===== src/rtl/if_fetch_pkg.sv =====
// Shared constants, bus widths and FSM encoding for the byte-serial instruction fetch unit.
package if_fetch_pkg;

    localparam logic RstEnable      = 1'b1;
    localparam int   InstAddrBus    = 32;
    localparam int   InstBus        = 32;
    localparam int   ICACHE_ENTRIES = 16;
    localparam int   ICACHE_INDEX_W = 4;
    localparam int   ICACHE_TAG_W   = InstAddrBus - ICACHE_INDEX_W - 2;

    typedef enum logic [1:0] {
        ST_IDLE  = 2'd0,
        ST_FETCH = 2'd1,
        ST_HOLD  = 2'd2
    } fetch_state_e;

endpackage


===== src/rtl/if_icache.sv =====
// Direct-mapped instruction cache with a combinational lookup port and a single-word fill port.
// Only compiled into if_fetch when ICACHE_EN is defined.
module if_icache
    import if_fetch_pkg::*;
(
    input  logic                      clk,
    input  logic                      rst,
    input  logic [ICACHE_INDEX_W-1:0] lookup_index,
    input  logic [ICACHE_TAG_W-1:0]   lookup_tag,
    output logic                      hit,
    output logic [InstBus-1:0]        rdata,
    input  logic                      fill_en,
    input  logic [ICACHE_INDEX_W-1:0] fill_index,
    input  logic [ICACHE_TAG_W-1:0]   fill_tag,
    input  logic [InstBus-1:0]        fill_data
);

    logic [ICACHE_ENTRIES-1:0] valid_q;
    logic [ICACHE_TAG_W-1:0]   tag_q  [ICACHE_ENTRIES];
    logic [InstBus-1:0]        data_q [ICACHE_ENTRIES];

    assign hit   = valid_q[lookup_index] && (tag_q[lookup_index] == lookup_tag);
    assign rdata = data_q[lookup_index];

    always_ff @(posedge clk) begin
        if (rst == RstEnable) begin
            valid_q <= '0;
        end else if (fill_en) begin
            valid_q[fill_index] <= 1'b1;
        end
    end

    // NOTE: tag/data storage is deliberately not reset; the valid bits alone decide whether an entry is used.
    always_ff @(posedge clk) begin
        if (fill_en) begin
            tag_q[fill_index]  <= fill_tag;
            data_q[fill_index] <= fill_data;
        end
    end

endmodule


===== src/rtl/if_fetch.sv =====
// Instruction fetch over an arbitrated 8-bit memory port, assembling little-endian 32-bit words.
// Optional feature: define ICACHE_EN to add a 16-entry direct-mapped instruction cache (if_icache).
module if_fetch
    import if_fetch_pkg::*;
(
    input  logic                   clk,
    input  logic                   rst,
    input  logic                   pc_branch_i,
    input  logic [InstAddrBus-1:0] branch_addr_i,
    input  logic                   stall_i,
    input  logic                   mem_grant_i,
    input  logic [7:0]             mem_din_i,
    output logic                   mem_rd_o,
    output logic [InstAddrBus-1:0] mem_addr_o,
    output logic [InstBus-1:0]     inst_o,
    output logic [InstAddrBus-1:0] inst_pc_o,
    output logic                   inst_valid_o
);

    fetch_state_e           state_q, state_d;
    logic [InstAddrBus-1:0] pc_q;
    logic [2:0]             cnt_q;
    logic                   pend_q;
    logic [1:0]             lane_q;
    logic [InstBus-1:0]     inst_q;
    logic [InstAddrBus-1:0] inst_pc_q;

    logic               cache_hit;
    logic [InstBus-1:0] cache_data;
    logic               use_hit;
    logic               last_capture;

`ifdef ICACHE_EN
    logic fill_en;

    // The last byte is still on mem_din_i, so the fill word is spliced here rather than read from inst_q.
    assign fill_en = (state_q == ST_FETCH) && last_capture && !pc_branch_i;

    if_icache u_icache (
        .clk          (clk),
        .rst          (rst),
        .lookup_index (pc_q[ICACHE_INDEX_W+1:2]),
        .lookup_tag   (pc_q[InstAddrBus-1:ICACHE_INDEX_W+2]),
        .hit          (cache_hit),
        .rdata        (cache_data),
        .fill_en      (fill_en),
        .fill_index   (pc_q[ICACHE_INDEX_W+1:2]),
        .fill_tag     (pc_q[InstAddrBus-1:ICACHE_INDEX_W+2]),
        .fill_data    ({mem_din_i, inst_q[23:0]})
    );
`else
    assign cache_hit  = 1'b0;
    assign cache_data = '0;
`endif

    // A lookup is only meaningful before the first byte of this word has been requested.
    assign use_hit      = (state_q == ST_FETCH) && (cnt_q == 3'd0) && !pend_q && cache_hit;
    assign last_capture = pend_q && (lane_q == 2'd3);

    assign mem_rd_o     = (state_q == ST_FETCH) && (cnt_q < 3'd4) && !pc_branch_i && !use_hit;
    assign mem_addr_o   = pc_q + {29'd0, cnt_q};
    assign inst_o       = inst_q;
    assign inst_pc_o    = inst_pc_q;
    assign inst_valid_o = (state_q == ST_HOLD);

    // NOTE: every signal written here gets a default first, so no path leaves it unassigned (no latch).
    always_comb begin
        state_d = state_q;
        unique case (state_q)
            ST_IDLE:  state_d = ST_FETCH;
            ST_FETCH: if (use_hit || last_capture) state_d = ST_HOLD;
            ST_HOLD:  if (!stall_i) state_d = ST_FETCH;
            default:  state_d = ST_IDLE;
        endcase
        if (pc_branch_i) state_d = ST_FETCH;
    end

    // NOTE: state is updated with non-blocking assignments only, so every register sees pre-edge values.
    always_ff @(posedge clk) begin
        if (rst == RstEnable) begin
            state_q   <= ST_IDLE;
            pc_q      <= '0;
            cnt_q     <= '0;
            pend_q    <= 1'b0;
            lane_q    <= '0;
            inst_q    <= '0;
            inst_pc_q <= '0;
        end else begin
            state_q <= state_d;
            pend_q  <= mem_rd_o && mem_grant_i;
            lane_q  <= cnt_q[1:0];
            if (pc_branch_i) begin
                // Redirect wins over stall and consumption; any byte in flight is dropped.
                pc_q   <= branch_addr_i & ~32'h3;
                cnt_q  <= '0;
                pend_q <= 1'b0;
            end else begin
                if (mem_rd_o && mem_grant_i) cnt_q <= cnt_q + 3'd1;
                if (pend_q) inst_q[{lane_q, 3'b000} +: 8] <= mem_din_i;
                if (use_hit) inst_q <= cache_data;
                if ((state_q == ST_FETCH) && (state_d == ST_HOLD)) inst_pc_q <= pc_q;
                if ((state_q == ST_HOLD) && !stall_i) begin
                    pc_q  <= pc_q + 32'd4;
                    cnt_q <= '0;
                end
            end
        end
    end

endmodule


===== config.mk =====
export PLATFORM = sky130hd
export DESIGN_NAME = if_fetch
export DESIGN_NICKNAME = d
export VERILOG_FILES = /design/src/rtl/if_fetch_pkg.sv /design/src/rtl/if_icache.sv /design/src/rtl/if_fetch.sv
export SDC_FILE = /design/constraint.sdc
export NUM_CORES = 1
export LEC_CHECK = 0
export BUFFER_PORTS_ARGS = -buffer_cell sky130_fd_sc_hd__buf_2
export CAP_MARGIN = 40
export CORE_UTILIZATION = 47
export DETAILED_ROUTE_END_ITERATION = 8
export HOLD_SLACK_MARGIN = 0.06
export PLACE_DENSITY = 0.76
export SKIP_CTS_REPAIR_TIMING = 1
export SYNTH_ARGS = -nofsm -noshare
export SYNTH_HDL_FRONTEND = slang
export SYNTH_HIERARCHICAL = 1
export SYNTH_SLANG_ARGS = --single-unit
export TNS_END_PERCENT = 30

===== constraint.sdc =====
create_clock -name clk -period 2.51 [get_ports clk]
set_input_delay 0.753 -clock clk [delete_from_list [all_inputs] [get_ports clk]]
set_output_delay 0.753 -clock clk [all_outputs]
set_load 0.1 [all_outputs]

==> flow_summary.toml, run 1 <==
[floorplanning]
die-area_mm2 = 0.0108
die_w_um = 104
num_rows = 36
core_area_mm2 = 0.00991
start_util_pct = 49.2
ioPinCount = 143
die_h_um = 104

[yosys]
ys_top_cells_by_area = "dfxtp_1 41%, nand2_1 6.8%, nor2_1 5.5%"
syn_avg_cell_area_um2 = 8.10
yosysMostFrequentCell = "dfxtp_1"
synthCells = 602
ys_types = 54
async_flop_share_pct = 0
yosys.area.top_type = "dfxtp_1"
synth-seq-cells = 100
ys_seq_area_share_pct = 41.1
ys.flop_type = "dfxtp_1"
synth_warnings = 6
synth-edff-count = 0
netlist_area_mm2 = 0.00487
synth_top_cells_by_count = "100 x dfxtp_1, 88 x nand2_1, 72 x nor2_1"
synth_top_area_share_pct = 41.1

[placed_design]
place_ws_ns = -0.125
dp_hpwl_um = 11500
place_congestion = 0.863
port_buffers = 138

[timing]
timing_max_transition_violations_final = 0
rsz0062_at_grt = "yes"
min_period_over_period_pct = 118
hold_ws_ns = 0.462
min_period_ns = 2.96
setup_ws_ns = -0.454
tns_ns = -7.87
setup_viol = 25
max-slew-margin-rel_pct = 50.9
report.final.hold_viol_count = 0
fmax_mhz = 337
fin_skew_ns = 0.0139
worstMarginPinSlew_ns = 0.736

[global_routing]
grt_usage_pct = 29.2
grt_antenna_before_repair = 1
grt_max_degree = 31
grt_pass1_wl_um = 25600
gr-total-overflow = 0
grt_pass1_vias = 5198

[clock_network]
clkSinkCount = 100
cts_root_buffer = "clkbuf_8"
cts.path.max_buffers = 2
clk_latency_ns = 0.39
htreeDepth = 3
cts_tree = "built"
cts_buffers = 9
clkTransAtPathRegs_ns = 0.11

[power_and_ir_drop]
power_frac_comb_pct = 22.5
p_total_uw = 3650
power.density_mw_per_mm2 = 484
vdd_drop_max_mv = 0.313
pwr-share-seq_pct = 45.6
p_leak_uw = 0.00316
clkPwrFrac_pct = 31.9
switching_share_pct = 33.4
switching_power_uw = 1220
internal_power_uw = 2430

[worst_setup_path]
arrival_ns = 2.21
worstReg2RegStart = "pc_q[8]"
crit_path_top_delay_cell = "dfxtp_2"
reg2reg_depth = 6
cp_max_fo = 5
r2r-end = "pc_q[24]"
crit_required_ns = 1.76
critPathMaxStageDelay_ns = 0.36
r2r_slack_ns = 0.17
path_cells = "buf_6, nand4_1, nor4_4, buf_4, buf_12, nand4_1, xnor2_4, buf_12"
path_class = "reg2out"
end_kind = "primary output"
crit_path_start_kind = "register"

[hold_path]
hold_path_depth = 2
hp-class = "reg2reg"
worstHoldStart = "inst_pc_o[26]"
hold_end = "inst_pc_o[26]"

[routing]
antenna_left = 0
drc = 0
dr_total_vias = 5285
drtPass1Iterations = 5
totalWireLength_um = 16100
drtIter0Drc = 312
viasPerCell = 5.71
wl_per_cell_um = 17.4

[cells_and_area]
layout-drive-gt1-share_pct = 40.0
area_growth_pct = 54.8
fin_nets = 842
diodes = 0
fillCellCount = 729

[flow_run]
drv_cap = 0

[status]
violations = "negative setup slack"
status = "finished with violations"
## kinds of logic (layout without fill, tap and decap cells)
kind of cell               count (synthesis)  after routing  synth area share, %
AOI/OAI and AO/OA                        119            119                 17.0
xor gates and xnor gates                  39             39                 7.01
adders and majority gates                  9              9                 2.31
buffers and inverters                     73            263                 6.29
DFF                                      100            100                 41.1
muxes                                      1              1                0.231
other                                      1              2               0.0769
and+or+nand+nor                          260            260                 26.1
## area by class of cell
class                           count  area [um2]  share of cell area, %
Clock buffer                        9         124                   1.64
Multi-Input combinational cell    430        3190                   42.3
Clock inverter                      7        97.6                   1.29
Inverter                           13        48.8                  0.647
Sequential cell                   100        2020                   26.8
Tap cell                          133         166                   2.21
Timing Repair Buffer              234        1890                   25.1
## cell usage in the layout, fill, tap and decap left out, types with 15 or more instances in the layout
cell,netlist,routed
a21oi_1,35,35
buf_4,4,86
nand2_1,88,87
xnor2_4,0,15
buf_2,14,109
nand4_1,16,16
a22oi_1,32,32
buf_12,0,29
nor2_1,72,65
dfxtp_1,100,90
## metal layers
layer / vias to the layer above / track usage [%] / part of all wire [%]
met2: 232 / 50.3 / 50
met1: 2518 / 34.9 / 40
li1: 2491 / - / -
met4: 2 / 12.9 / 2.9
met3: 42 / 6.17 / 6.8
met5: - / 0 / 0.062
## sequential cells by signal, summed over array words and instances (netlist names)
name,count
lane_q,2
state_q,2
pend_q,1
cnt_q,3
inst_o,32
pc_q,30
inst_pc_o,30
## power by group through the flow
stage / Clock [uW] / Combinational, uW / Sequential (uW)
5_1_grt: 1240 / 857 / 1670
6_report: 1160 / 824 / 1670
3_3_place_gp: 0 / 786 / 1700
4_1_cts: 1170 / 802 / 1660
3_5_place_dp: 0 / 798 / 1700
2_1_floorplan: 0 / 517 / 1700
## worst max-delay path, delay by kind of cell (launching register included)
family,cells,cell delay (ns)
AND/OR/NAND/NOR,3,0.66
buffers and inverters,4,0.58
flip-flops,1,0.36
XOR/XNOR,1,0.22
## worst max-delay path by stage
stage	endpoint	startpoint
after floorplan	mem_addr_o[31]	pc_q[21]
after global placement	mem_addr_o[16]	cnt_q[2]
after detailed placement	mem_addr_o[28]	cnt_q[2]
after CTS	mem_addr_o[28]	cnt_q[2]
after global routing	mem_addr_o[23]	pc_q[9]
final	mem_addr_o[23]	pc_q[8]
## metrics by stage
stage / instance area (um2) / std cells / utilization, %
CTS: 7310 / 915 / 73.8
global placement: 7090 / 899 / 71.5
floorplan: 5450 / 603 / -
global route: 7540 / 926 / 76.1
finish: 7540 / 926 / 76.1
detailed placement: 7090 / 899 / 71.5
(Power assumes the default switching activity.)
==> run 2, diff against run 1 <==
--- a/config.mk
+++ b/config.mk
@@ -10,7 +10,7 @@
 export CORE_UTILIZATION = 47
 export DETAILED_ROUTE_END_ITERATION = 8
 export HOLD_SLACK_MARGIN = 0.06
-export PLACE_DENSITY = 0.76
+export PLACE_DENSITY_LB_ADDON = 0.12
 export SKIP_CTS_REPAIR_TIMING = 1
 export SYNTH_ARGS = -nofsm -noshare
 export SYNTH_HDL_FRONTEND = slang
==> flow_summary.toml, run 2 (synthesized netlist as in run 1, its figures left out) <==
[cells_and_area]
largest_reg_flops = 32
area_growth_pct = 51.2
diodes = 0
layout-drive-gt1-share_pct = 39.5
layout_commonest_cell = "buf_2"
fillCellCount = 786
final_cell_mix = "110 x buf_2, 87 x dfxtp_1, 86 x nand2_1, 80 x buf_4, 66 x nor2_1"
fin_nets = 827
final_util_pct = 74.4
layout.cells.non_filler = 911

[worst_setup_path]
cp_max_fo = 5
crit_path_start_kind = "register"
arrival_ns = 2.17
end_kind = "primary output"
critPathMaxStageDelay_ns = 0.42
crit_required_ns = 1.76
crit_path_top_delay_cell = "or3_4"
path_cells = "ha_4, ha_4, nand3_4, or3_4, nor3_4, xor2_4, buf_12"
crit_top_cell = "ha_4"
path_class = "reg2out"

[timing]
hold_ws_ns = 0.460
setup_viol = 24
fmax_mhz = 342
tns_ns = -6.40
report.final.hold_viol_count = 0
min_period_over_period_pct = 117
fin_skew_ns = 0.0148
max-slew-margin-rel_pct = 55.9
rsz0062_at_grt = "yes"
worstMarginPinSlew_ns = 0.661
setup_ws_ns = -0.418
timing_max_transition_violations_final = 0
min_period_ns = 2.93

[clock_network]
clkSinkCount = 100
cts_root_buffer = "clkbuf_8"
cts.path.max_buffers = 2
cts_tree = "built"
cts_buffers = 9
htreeDepth = 3
clkTransAtPathRegs_ns = 0.12
clk_latency_ns = 0.38

[routing]
dr_total_vias = 5066
wl_per_cell_um = 16.6
totalWireLength_um = 15200
drc = 0
routed-wl-met2_um = 7990
drtIter0Drc = 237
antenna_left = 0
viasPerCell = 5.56
met1_length_um = 6200
dr_wl_met3_um = 631
drtPass1Iterations = 5
highest_layer = "met4"

[power_and_ir_drop]
vdd_drop_max_mv = 0.322
p_leak_uw = 0.00308
power.density_mw_per_mm2 = 484

[global_routing]
grt_usage_pct = 28.2
grt_max_degree = 45
grt_pass1_wl_um = 24500
gr-total-overflow = 0
grt_antenna_before_repair = 0
grt_pass1_vias = 4988

[placed_design]
place_congestion = 0.902
dp_hpwl_um = 11500
port_buffers = 138
place_ws_ns = -0.151
placedCellCount = 895

[floorplanning]
die_w_um = 104
die-area_mm2 = 0.0108
core_area_mm2 = 0.00991
ioPinCount = 143
num_rows = 36
die_h_um = 104
start_util_pct = 49.2

[status]
status = "finished with violations"
violations = "negative setup slack"

[hold_path]
hp-class = "reg2reg"

[flow_run]
drv_cap = 0
[run 2: routing by layer]
metal | track usage, % | vias up
li1 | - | 2453
met1 | 33.3 | 2439
met2 | 51.4 | 150
met3 | 5.03 | 24
met4 | 9.08 | 0
met5 | 0 | -
[run 2: report_power, final]
part           internal, uW  switching, uW  leakage (uW)  total (uW)
registers              1620           44.8      0.000818        1670
logic                   298            503       0.00216         801
clock network           409            690      0.000106        1100
total                  2330           1240       0.00308        3570
[run 2: path summary, 6_finish.rpt]
path / start / endpoint / slack, ns / depth (start not counted)
max: cnt_q[2] / mem_addr_o[28] / -0.42 / 7
min: inst_pc_o[30] / inst_pc_o[30] / 0.46 / 2
max reg2reg: pc_q[7] / pc_q[24] / 0.20 / 5
min reg2reg: inst_pc_o[30] / inst_pc_o[30] / 0.46 / 2
[run 2: critical path: cells and delay by family (launching register included)]
family	cells	cell delay, ns
buffers and inverters	1	0.19
DFF	1	0.38
adders and majority gates	2	0.31
and+or+nand+nor	3	0.74
xor gates and xnor gates	1	0.19
[run 2: layout make-up]
type                    count  area (um2)  share of cell area [%]
multi-input cells         430        3180                    43.2
well taps                 133         166                    2.26
inverters                  13        48.8                   0.662
clock inverters             7        91.3                    1.24
flip-flops and latches    100        2020                    27.5
clock buffers               9         124                    1.68
repair buffers            219        1730                    23.5
[run 2: per-stage QoR]
step | power [uW] | instance area (um2)
floorplan | 2210 | 5450
global placement | 2490 | 7060
detailed placement | 2500 | 7060
CTS | 3590 | 7270
global route | 3690 | 7370
finish | 3570 | 7370
